==> config.mk <==
export PLATFORM = sky130hd
export DESIGN_NAME = trdb_resync_ctrl
export DESIGN_NICKNAME = d
export VERILOG_FILES = /design/src/rtl/trdb_pkg.sv /design/src/rtl/trdb_resync_counter.sv /design/src/rtl/trdb_resync_ctrl.sv
export SDC_FILE = /design/constraint.sdc
export NUM_CORES = 1
export LEC_CHECK = 0
export ABC_AREA = 1
export CAP_MARGIN = 5
export CORE_ASPECT_RATIO = 2
export CORE_UTILIZATION = 30
export DETAILED_ROUTE_END_ITERATION = 8
export GPL_TIMING_DRIVEN = 0
export HOLD_SLACK_MARGIN = 0.02
export MAX_ROUTING_LAYER = met4
export PLACE_DENSITY = 0.58
export SLEW_MARGIN = 20
export SYNTH_ARGS = -nofsm -noshare
export SYNTH_HDL_FRONTEND = slang
export SYNTH_SLANG_ARGS = --single-unit
export TNS_END_PERCENT = 20
==> constraint.sdc <==
create_clock -name clk_i -period 3.1 [get_ports clk_i]
set_input_delay 0.62 -clock clk_i [delete_from_list [all_inputs] [get_ports clk_i]]
set_output_delay 0.62 -clock clk_i [all_outputs]
set_load 0.05 [all_outputs]
==> src/rtl/trdb_pkg.sv <==
// Shared types and defaults for the trace resync controller.
//
// Contents:
//   RESYNC_CNT_W   - default width of the resync interval counter
//   resync_mode_e  - what advances the interval counter (clock cycles or packets)
//   resync_state_e - states of the resync request FSM
package trdb_pkg;

    localparam int unsigned RESYNC_CNT_W = 16;

    typedef enum logic {
        CYCLE_MODE  = 1'b0,
        PACKET_MODE = 1'b1
    } resync_mode_e;

    typedef enum logic [1:0] {
        IDLE  = 2'd0,
        START = 2'd1,
        COUNT = 2'd2,
        REQ   = 2'd3
    } resync_state_e;

endpackage

==> src/rtl/trdb_resync_counter.sv <==
// Resync interval counter: increment with saturation, clear, and a threshold
// compare against a live limit value.
//
// Ports:
//   clk_i     - clock, rising edge
//   rst_ni    - asynchronous active-low reset, counter to 0
//   clear     - force the count to 0 next cycle (highest priority)
//   inc       - count one event this cycle
//   max_val   - threshold; 0 disables the threshold compare
//   count     - current interval count
//   at_limit  - the incremented count would reach the threshold; qualified
//               by the caller with its event, so it does not depend on inc
module trdb_resync_counter
    import trdb_pkg::*;
#(
    parameter int unsigned CNT_W = RESYNC_CNT_W
) (
    input  logic             clk_i,
    input  logic             rst_ni,
    input  logic             clear,
    input  logic             inc,
    input  logic [CNT_W-1:0] max_val,
    output logic [CNT_W-1:0] count,
    output logic             at_limit
);

    logic [CNT_W-1:0] count_q;
    logic [CNT_W-1:0] count_inc;
    logic [CNT_W-1:0] count_next;

    // Holds at all-ones instead of wrapping, so an unbounded interval
    // (threshold 0) reads as "very long" rather than restarting at 0.
    function automatic logic [CNT_W-1:0] sat_inc(input logic [CNT_W-1:0] v);
        logic [CNT_W-1:0] one;
        one = {{(CNT_W-1){1'b0}}, 1'b1};
        if (&v) begin
            return v;
        end
        return v + one;
    endfunction

    assign count_inc = sat_inc(count_q);
    assign at_limit  = (max_val != '0) && (count_inc >= max_val);

    always_comb begin
        count_next = count_q;
        if (clear) begin
            count_next = '0;
        end else if (inc) begin
            count_next = at_limit ? '0 : count_inc;
        end
    end

    always_ff @(posedge clk_i or negedge rst_ni) begin
        if (!rst_ni) begin
            count_q <= '0;
        end else begin
            count_q <= count_next;
        end
    end

    assign count = count_q;

endmodule

==> src/rtl/trdb_resync_ctrl.sv <==
// Trace resync controller: asks the packet emitter for a sync (full-address)
// packet when tracing starts and then periodically, every resync_max_i
// events. Events are clock cycles or emitted packets depending on the mode
// latched when tracing is enabled.
//
// Configuration:
//   TRDB_RESYNC_PKT_MODE_EN defined   - CYCLE_MODE and PACKET_MODE supported
//   TRDB_RESYNC_PKT_MODE_EN undefined - CYCLE_MODE only; resync_mode_i and
//                                       packet_emitted_i are ignored
//
// Ports:
//   clk_i            - clock, rising edge
//   rst_ni           - asynchronous active-low reset
//   trace_enabled_i  - tracer enabled; low returns the block to IDLE
//   packet_emitted_i - one-cycle pulse per emitted trace packet
//   resync_mode_i    - 0 CYCLE_MODE, 1 PACKET_MODE; latched on leaving IDLE
//   resync_max_i     - resync interval threshold, 0 = no periodic resync
//   resync_req_o     - sync packet request, held until acknowledged
//   resync_ack_i     - pulse: a sync packet was emitted (any cause)
//   count_o          - current interval count
//   overrun_o        - pulse: threshold reached again while still requesting
module trdb_resync_ctrl
    import trdb_pkg::*;
#(
    parameter int unsigned CNT_W = RESYNC_CNT_W
) (
    input  logic             clk_i,
    input  logic             rst_ni,
    input  logic             trace_enabled_i,
    input  logic             packet_emitted_i,
    input  logic             resync_mode_i,
    input  logic [CNT_W-1:0] resync_max_i,
    output logic             resync_req_o,
    input  logic             resync_ack_i,
    output logic [CNT_W-1:0] count_o,
    output logic             overrun_o
);

    resync_state_e state_q;
    resync_state_e state_d;

    logic cnt_event;
    logic cnt_clear;
    logic cnt_inc;
    logic cnt_at_limit;
    logic overrun_q;
    logic overrun_next;

`ifdef TRDB_RESYNC_PKT_MODE_EN
    resync_mode_e mode_q;

    // Mode is only taken when leaving IDLE so a change mid-trace cannot
    // alter the meaning of a partially accumulated interval.
    always_ff @(posedge clk_i or negedge rst_ni) begin
        if (!rst_ni) begin
            mode_q <= CYCLE_MODE;
        end else if ((state_q == IDLE) && trace_enabled_i) begin
            mode_q <= resync_mode_e'(resync_mode_i);
        end
    end

    assign cnt_event = (mode_q == PACKET_MODE) ? packet_emitted_i : 1'b1;
`else
    logic unused_mode_inputs;
    assign unused_mode_inputs = resync_mode_i ^ packet_emitted_i;
    assign cnt_event          = 1'b1;
`endif

    trdb_resync_counter #(
        .CNT_W (CNT_W)
    ) u_counter (
        .clk_i    (clk_i),
        .rst_ni   (rst_ni),
        .clear    (cnt_clear),
        .inc      (cnt_inc),
        .max_val  (resync_max_i),
        .count    (count_o),
        .at_limit (cnt_at_limit)
    );

    always_comb begin
        state_d      = state_q;
        cnt_clear    = 1'b0;
        cnt_inc      = 1'b0;
        overrun_next = 1'b0;

        if (!trace_enabled_i) begin
            // Disable overrides everything, including a coincident ack.
            state_d   = IDLE;
            cnt_clear = 1'b1;
        end else begin
            case (state_q)
                IDLE: begin
                    cnt_clear = 1'b1;
                    state_d   = START;
                end
                START: begin
                    cnt_clear = 1'b1;
                    state_d   = REQ;
                end
                COUNT: begin
                    // Any sync packet restarts the interval, and wins over a
                    // threshold hit in the same cycle.
                    if (resync_ack_i) begin
                        cnt_clear = 1'b1;
                    end else begin
                        cnt_inc = cnt_event;
                        if (cnt_event && cnt_at_limit) begin
                            state_d = REQ;
                        end
                    end
                end
                REQ: begin
                    if (resync_ack_i) begin
                        cnt_clear = 1'b1;
                        state_d   = COUNT;
                    end else begin
                        // Keep measuring while waiting so a slow emitter is
                        // reported once per missed interval.
                        cnt_inc      = cnt_event;
                        overrun_next = cnt_event && cnt_at_limit;
                    end
                end
                default: begin
                    cnt_clear = 1'b1;
                    state_d   = IDLE;
                end
            endcase
        end
    end

    always_ff @(posedge clk_i or negedge rst_ni) begin
        if (!rst_ni) begin
            state_q   <= IDLE;
            overrun_q <= 1'b0;
        end else begin
            state_q   <= state_d;
            overrun_q <= overrun_next;
        end
    end

    // Decoded straight from the state register so reset drops it at once.
    assign resync_req_o = (state_q == START) || (state_q == REQ);
    assign overrun_o    = overrun_q;

endmodule

==> results of run 1 <==
## synthesized netlist by cell type (all sizes together)
| library cell | n | share of area, % |
|---|---|---|
| a21o | 1 | 0.45 |
| a21oi | 16 | 4.8 |
| buf | 1 | 0.45 |
| clkbuf | 1 | 0.22 |
| dfrtp | 19 | 28 |
| ha | 17 | 13 |
| inv | 51 | 12 |
| nand2 | 58 | 14 |
| nand3 | 9 | 3.0 |
| nand3b | 1 | 0.45 |
| nand4 | 9 | 4.3 |
| nor2 | 33 | 9.7 |
| nor2b | 1 | 0.37 |
| nor3 | 5 | 2.5 |
| nor4 | 1 | 0.37 |
| o21ai | 4 | 1.4 |
| o21bai | 1 | 1.1 |
| or2 | 3 | 1.1 |
| xor2 | 5 | 3.1 |
## critical path, cell delays in order, from the launching register on
cell     delay [ns]
dfrtp_2        0.41
ha_1           0.20
nand2_1        0.07
inv_1          0.13
nand2_2        0.10
nor2_4         0.13
nand4_1        0.16
nand2_1        0.11
xor2_1         0.20
inv_1          0.07
ha_1           0.29
nand2_1        0.05
o21ai_0        0.18
a21oi_1        0.09
nand2_1        0.08
nand2_1        0.10
nand2_4        0.13
buf_6          0.16
nor2_1         0.05
## path summary, 6_finish.rpt
| path | from | endpoint | cells after the start |
|---|---|---|---|
| setup / recovery | u_counter.count[0] | u_counter.count[8] | 18 |
| hold / removal | state_q[1] | state_q[1] | 2 |
| setup reg to reg | u_counter.count[0] | u_counter.count[8] | 18 |
| hold reg to reg | state_q[1] | state_q[1] | 2 |
| max in group asynchronous | rst_ni | u_counter.count[1] | 1 |
| min in group asynchronous | rst_ni | overrun_o | 1 |
## logic make-up after synthesis
group | count (synthesis)
and+or+nand+nor | 120
adders and majority gates | 17
buffers and inverters | 53
DFF | 19
xor gates and xnor gates | 5
AOI/OAI and AO/OA | 22
## cell type report
type	instances	share of cell area, %
Buffer	2	0.6791
Clock buffer	4	2.037
Inverter	51	8.772
Multi-Input combinational cell	164	45.05
Sequential cell	19	21.62
Tap cell	60	3.396
Timing Repair Buffer	42	18.45
## layer usage
layer  wire length [um]  vias up
met5                  0        -
met4                 44        0
met3                 54        2
met1               1546      715
met2               2389       17
li1                   -      824
## what timing repair did
action / CTS / global route
endpoints found under the setup margin: 0 / 10
setup buffers: 0 / 5
gates resized for setup: 0 / 4
## stage by stage
| step | util, % | std cells | hold WS, ns |
|---|---|---|---|
| after floorplan | - | 236 | 0.3244 |
| after global placement | 39.40 | 333 | 0.5046 |
| after detailed placement | 39.40 | 333 | 0.5394 |
| after CTS | 40.24 | 337 | 0.5590 |
| after global routing | 41.15 | 342 | 0.5696 |
| final | 41.15 | 342 | 0.5519 |
## sequential cells by signal, indices dropped and copies added (netlist names)
register	flops
overrun_o	1
u_counter.count	16
state_q	2
## power breakdown
part | leakage, nW | internal (W) | total (W) | switching, W
combinational | 0.970 | 0.0000418 | 0.0000845 | 0.0000427
clock | 0.0228 | 0.0000913 | 0.000175 | 0.0000836
sequential | 0.259 | 0.000251 | 0.000254 | 0.00000338
total | 1.25 | 0.000384 | 0.000514 | 0.000130
## cells in the final DEF (no fill, tap or decap)
cell type	instances
a21o_1	1
a21oi_1	16
buf_4	5
buf_6	1
clkbuf_1	2
clkbuf_8	3
clkdlybuf4s50_1	37
dfrtp_1	17
dfrtp_2	2
ha_1	17
inv_1	48
inv_2	2
inv_4	1
nand2_1	54
nand2_2	2
nand2_4	2
nand3_1	8
nand3_2	1
nand3b_1	1
nand4_1	8
nand4_4	1
nor2_1	27
nor2_2	3
nor2_4	2
nor2_8	1
nor2b_1	1
nor3_1	3
nor3_2	1
nor3_4	1
nor4_1	1
o21ai_0	2
o21ai_1	1
o21ai_2	1
o21bai_4	1
or2_2	3
xor2_1	4
xor2_2	1
==> impl_results.md, run 1 <==
- Multiplexer area fraction after synthesis: 0%
- Area of the multi-input gates: 996.0 um2
- Pin count of the biggest net entering global routing: 20
- Hold_buf cts: 0
- Core Box Area: 5373 um2
- Vias in the first global route: 1,487
- Clock sink count: 19
- Die width: 54.78 um
- Post-synthesis compound-gate area fraction: 7.784%
- Status: completed
- FP Rows: 38
- Syn avg cell area: 7.083 um2
- Detailed Place HPWL: 3404 um
- Routability cong.: 0.7938
- Share of cells above drive strength 1: 12.06%
- Crit Path Class: reg2reg
- CTS tree: done
- Diodes inserted: 0
- Met2 Usage GRT: 29.26%
- Worst Hold Class: reg2reg
- Initial core utilization: 31.11%
- Post-DRT Antenna Nets: 0
- Critical path arrival: 2.95 ns
- Clock buffer count from CTS: 3
- Flop and latch count out of synthesis: 19
- Synthesized Nets: 275
- Ratio of final minimum period to clock period: 90.67%
- Post-Synthesis Cells: 236
- Avg WL per Cell: 11.80 um
- CP required: 3.24 ns
- Residual DRC: 0
- Worst Tran Pin Value: 0.8762 ns
- Final TNS setup: 0 ns
- Synthesis-to-layout area growth: 32.26%
- Worst setup EP type: flop
- DP Area: 2117 um2
- Grt ovf: 0
- Met1 usage in global routing: 16.70%
- H-tree depth: 1
- Max-cap viol count: 0
- Hold violation count in the final report: 0
- Die H: 107.6 um
- Power per Cell Area: 232.4 nW/um2
- Boundary Pins: 40
- Initial antenna violation count: 0
- Clock Skews: 0.004098 ns
- Port Buf Inserts: 37
- Fraction of the mapped netlist area in adder cells: 12.72%
- Clk Latency, worst-skew pair: 0.25 ns
- Nets: 322
- R2R setup slack: 0.29 ns
- Critical path startpoint category: flop
- VDD IR max: 0.2107 mV
- Reg area: 478.0 um2
- Fmax: 355.8 MHz
- Max_slew headroom: 41.40%
- Total power: 0.0005138 W
- Tot GR Track Use: 15.59%
- Worst slack at placement: 0.07804 ns
- Routed WL: 4035 um
- Clk pin slew, worst setup/hold paths: 0.08 ns
- Synth Area in Simple Gates: 35.70%
- Cell area after layout: 2211 um2
- Via density: 4.556
- Seq/Total Area, Yosys: 28.44%
- DR vias: 1,558
- PnR worst setup slack: 0.2892 ns
- Met3 Use GR: 0.4237%
- Drt first pass iters: 4
- Main combinational cell family by area after synthesis: simple AND/OR/NAND/NOR gates
- DR iter-0 viols: 32
- # fillers: 579
- Syn Std Cell Area: 1672 um2
- Slew Limit Fails: 0
- Ys Warns: 0
- Clk Tree Root Cell: clkbuf_8
- Post-synth cell types: 33
- Crit path max fanout: 10
- Final-report setup violation count: 0
- Die area: 5892 um2
- First-pass GRT wire length: 6596 um
- Longest Clk Path Bufs: 2
- Post-Synth XOR/XNOR Area: 3.069%
- GRT Max-Usage Layer: met2
- Minimum clock period: 2.811 ns
- Leakage: 1.252 nW
- RSZ-0062 raised after global routing: no
No activity file was read; power rests on OpenSTA's default activity.
==> run 2, diff against run 1 <==
--- a/config.mk
+++ b/config.mk
@@ -6,7 +6,6 @@
 export NUM_CORES = 1
 export LEC_CHECK = 0
 export ABC_AREA = 1
-export CAP_MARGIN = 5
 export CORE_ASPECT_RATIO = 2
 export CORE_UTILIZATION = 30
 export DETAILED_ROUTE_END_ITERATION = 8
==> constraint.sdc (replaced) <==
create_clock -name clk_i -period 2.6 [get_ports clk_i]
set_input_delay 0.52 -clock clk_i [delete_from_list [all_inputs] [get_ports clk_i]]
set_output_delay 0.52 -clock clk_i [all_outputs]
set_load 0.05 [all_outputs]
==> run 2 against run 1 <==
  * Maximum frequency grew 8.7%
  * Clock skew down 0.0028 ns
  * Largest power group unchanged
  * Cell count is 5.8% higher
  * Die area stayed put
  * Largest cell class unchanged
==> impl_results.md, run 2 (synthesis gave the netlist of run 1 again) <==
- Hold Path End: state_q[1]
- Smallest hold slack: 0.5300 ns
- Hold violation count in the final report: 0
- Commonest non-fill, non-tap cell in the layout: nand2_1
- Slew Limit Fails: 0
- Longest Clk Path Bufs: 2
- Worst setup EP type: flop
- Max-cap viol count: 0
- CP required: 2.80 ns
- Commonest cells after routing, fill and taps aside: nand2_1 (46), inv_1 (42), clkdlybuf4s50_1 (37)
- Routability cong.: 0.8401
- Critical path startpoint category: flop
- Reg2Reg Depth: 17
- Nets: 342
- RSZ-0062 raised after global routing: yes
- Clock sink count: 19
- Worst Tran Pin Value: 0.8792 ns
- Residual DRC: 0
- Clock Skews: 0.001289 ns
- Largest register FFs: 16
- Tot GR Track Use: 17.04%
- Crit Path Class: reg2reg
- Final TNS setup: 0 ns
- Routed WL: 4432 um
- Synthesis-to-layout area growth: 61.90%
- H-tree depth: 1
- Critical path, cell by cell: nand2_2 > nor2_4 > nand2_4 > nor3_4 > nand2_2 > o21ai_2 > nand2_1 > inv_1 > ha_4 > a21oi_2 > o21ai_0 > a21oi_1 > nand2_2 > nand2_4 > nand2_8 > buf_8 > nor2_2
- Final-report setup violation count: 0
- Critical path arrival: 2.78 ns
- Detailed Place HPWL: 3286 um
- Total power: 0.0006428 W
- R2r startpoint: u_counter.count[0]
- Port Buf Inserts: 37
- Clk Tree Root Cell: clkbuf_8
- Share of cells above drive strength 1: 37.75%
- Power per Cell Area: 237.5 nW/um2
- Max_slew headroom: 41.20%
- Core Box Area: 5373 um2
- Clk pin slew, worst setup/hold paths: 0.07 ns
- Reg-to-reg endpoint: u_counter.count[3]
- Diodes inserted: 0
- Clock buffer count from CTS: 3
- Boundary Pins: 40
- Die width: 54.78 um
- Grt ovf: 0
- Worst Hold Class: reg2reg
- VDD IR max: 0.2032 mV
- Initial antenna violation count: 0
- Placed Cells: 333
- CP delay by family, top: simple AND/OR/NAND/NOR gates
- R2R setup slack: 0.01 ns
- CP max stage delay: 0.42 ns
- Most frequent CP cell: nand2_2
- Cell area after layout: 2706 um2
- Post-DRT Antenna Nets: 0
- Hold_buf cts: 0
- Slowest cell on crit path: dfrtp_2
- Drt first pass iters: 4
- CTS tree: done
- DR vias: 1,692
- Avg WL per Cell: 12.24 um
- Final std cells w/o fill: 362
- FP Rows: 38
- Hold depth: 2
- Minimum clock period: 2.585 ns
- Worst Path Buf+Inv: 2
- # fillers: 526
- Hold Startpoint: state_q[1]
- Status: completed
- Crit path max fanout: 6
- First-pass GRT wire length: 7024 um
- Fmax: 386.8 MHz
- Initial core utilization: 31.11%
- Die H: 107.6 um
- Die area: 5892 um2
- DR iter-0 viols: 21
- Pin count of the biggest net entering global routing: 20
- Clk Latency, worst-skew pair: 0.26 ns
- Leakage: 1.399 nW
- DP Area: 2155 um2
- Vias in the first global route: 1,653
- Ratio of final minimum period to clock period: 99.44%
- Via density: 4.674
-- run 2: cell types whose count changed in the layout (fill, tap and decap cells not counted), moves of 10 or more --
cell,previous run,this run
nor2_2,3,13
nor2_1,27,16
buf_4,5,20
dfrtp_2,2,15
dfrtp_1,17,4
-- run 2: worst max path at each step --
stage	startpoint	endpoint	slack, ns	depth (start not counted)
finish	u_counter.count[0]	u_counter.count[3]	0.01	17
global route	u_counter.count[0]	u_counter.count[9]	-0.18	17
CTS	u_counter.count[0]	u_counter.count[3]	-0.04	18
detailed placement	u_counter.count[0]	u_counter.count[3]	-0.22	19
global placement	u_counter.count[0]	u_counter.count[8]	-0.19	19
floorplan	u_counter.count[1]	u_counter.count[5]	0.01	18
-- run 2: layout make-up --
| cell class | instances | area, um2 | area share (%) |
|---|---|---|---|
| repair buffers | 62 | 596.8 | 22.05 |
| clock buffers | 3 | 41.29 | 1.526 |
| plain buffers | 2 | 18.77 | 0.6935 |
| well taps | 60 | 75.07 | 2.774 |
| inverters | 51 | 196.4 | 7.258 |
| clock inverters | 1 | 5.005 | 0.1849 |
| multi-input cells | 164 | 1279 | 47.25 |
| flip-flops and latches | 19 | 494.2 | 18.26 |
-- run 2: routing by layer --
layer	track usage, %	part of all wire [%]	vias up
li1	-	-	872
met1	16.92	36	785
met3	1.130	1.7	9
met4	8.791	2.7	0
met2	30.72	60	26
met5	-	0	-
-- run 2: tightest hold or removal path, delay by kind of cell, from the launching register on --
kind             cells  cell delay, ns
DFF                  1            0.36
and+or+nand+nor      2            0.14
-- run 2: timing repair --
| action | CTS | global route |
|---|---|---|
| setup endpoints to repair | 16 | 17 |
| gates cloned | 1 | 0 |
| resized for setup | 28 | 36 |
| pin swaps | 14 | 20 |
| setup buffers | 19 | 5 |
-- run 2: metrics by stage --
step / setup slack, ns / utilization [%]
finish: 0.01455 / 50.37
global route: -0.1757 / 50.37
CTS: -0.03635 / 45.99
detailed placement: -0.2246 / 40.10
global placement: -0.1947 / 40.10
floorplan: 0.01222 / -
-- run 2: power by group --
part | internal (W) | total, W | switching [W]
logic | 0.0000641 | 0.000124 | 0.0000594
registers | 0.000299 | 0.000303 | 0.00000423
clock network | 0.000107 | 0.000216 | 0.000109
total | 0.000470 | 0.000643 | 0.000172
==> run 3, diff against run 2 <==
--- a/config.mk
+++ b/config.mk
@@ -6,6 +6,7 @@
 export NUM_CORES = 1
 export LEC_CHECK = 0
 export ABC_AREA = 1
+export ABC_CLOCK_PERIOD_IN_PS = 2600
 export CORE_ASPECT_RATIO = 2
 export CORE_UTILIZATION = 30
 export DETAILED_ROUTE_END_ITERATION = 8
==> results of run 3 <==
Final layout, timing and power as in run 2 (identical DEF).
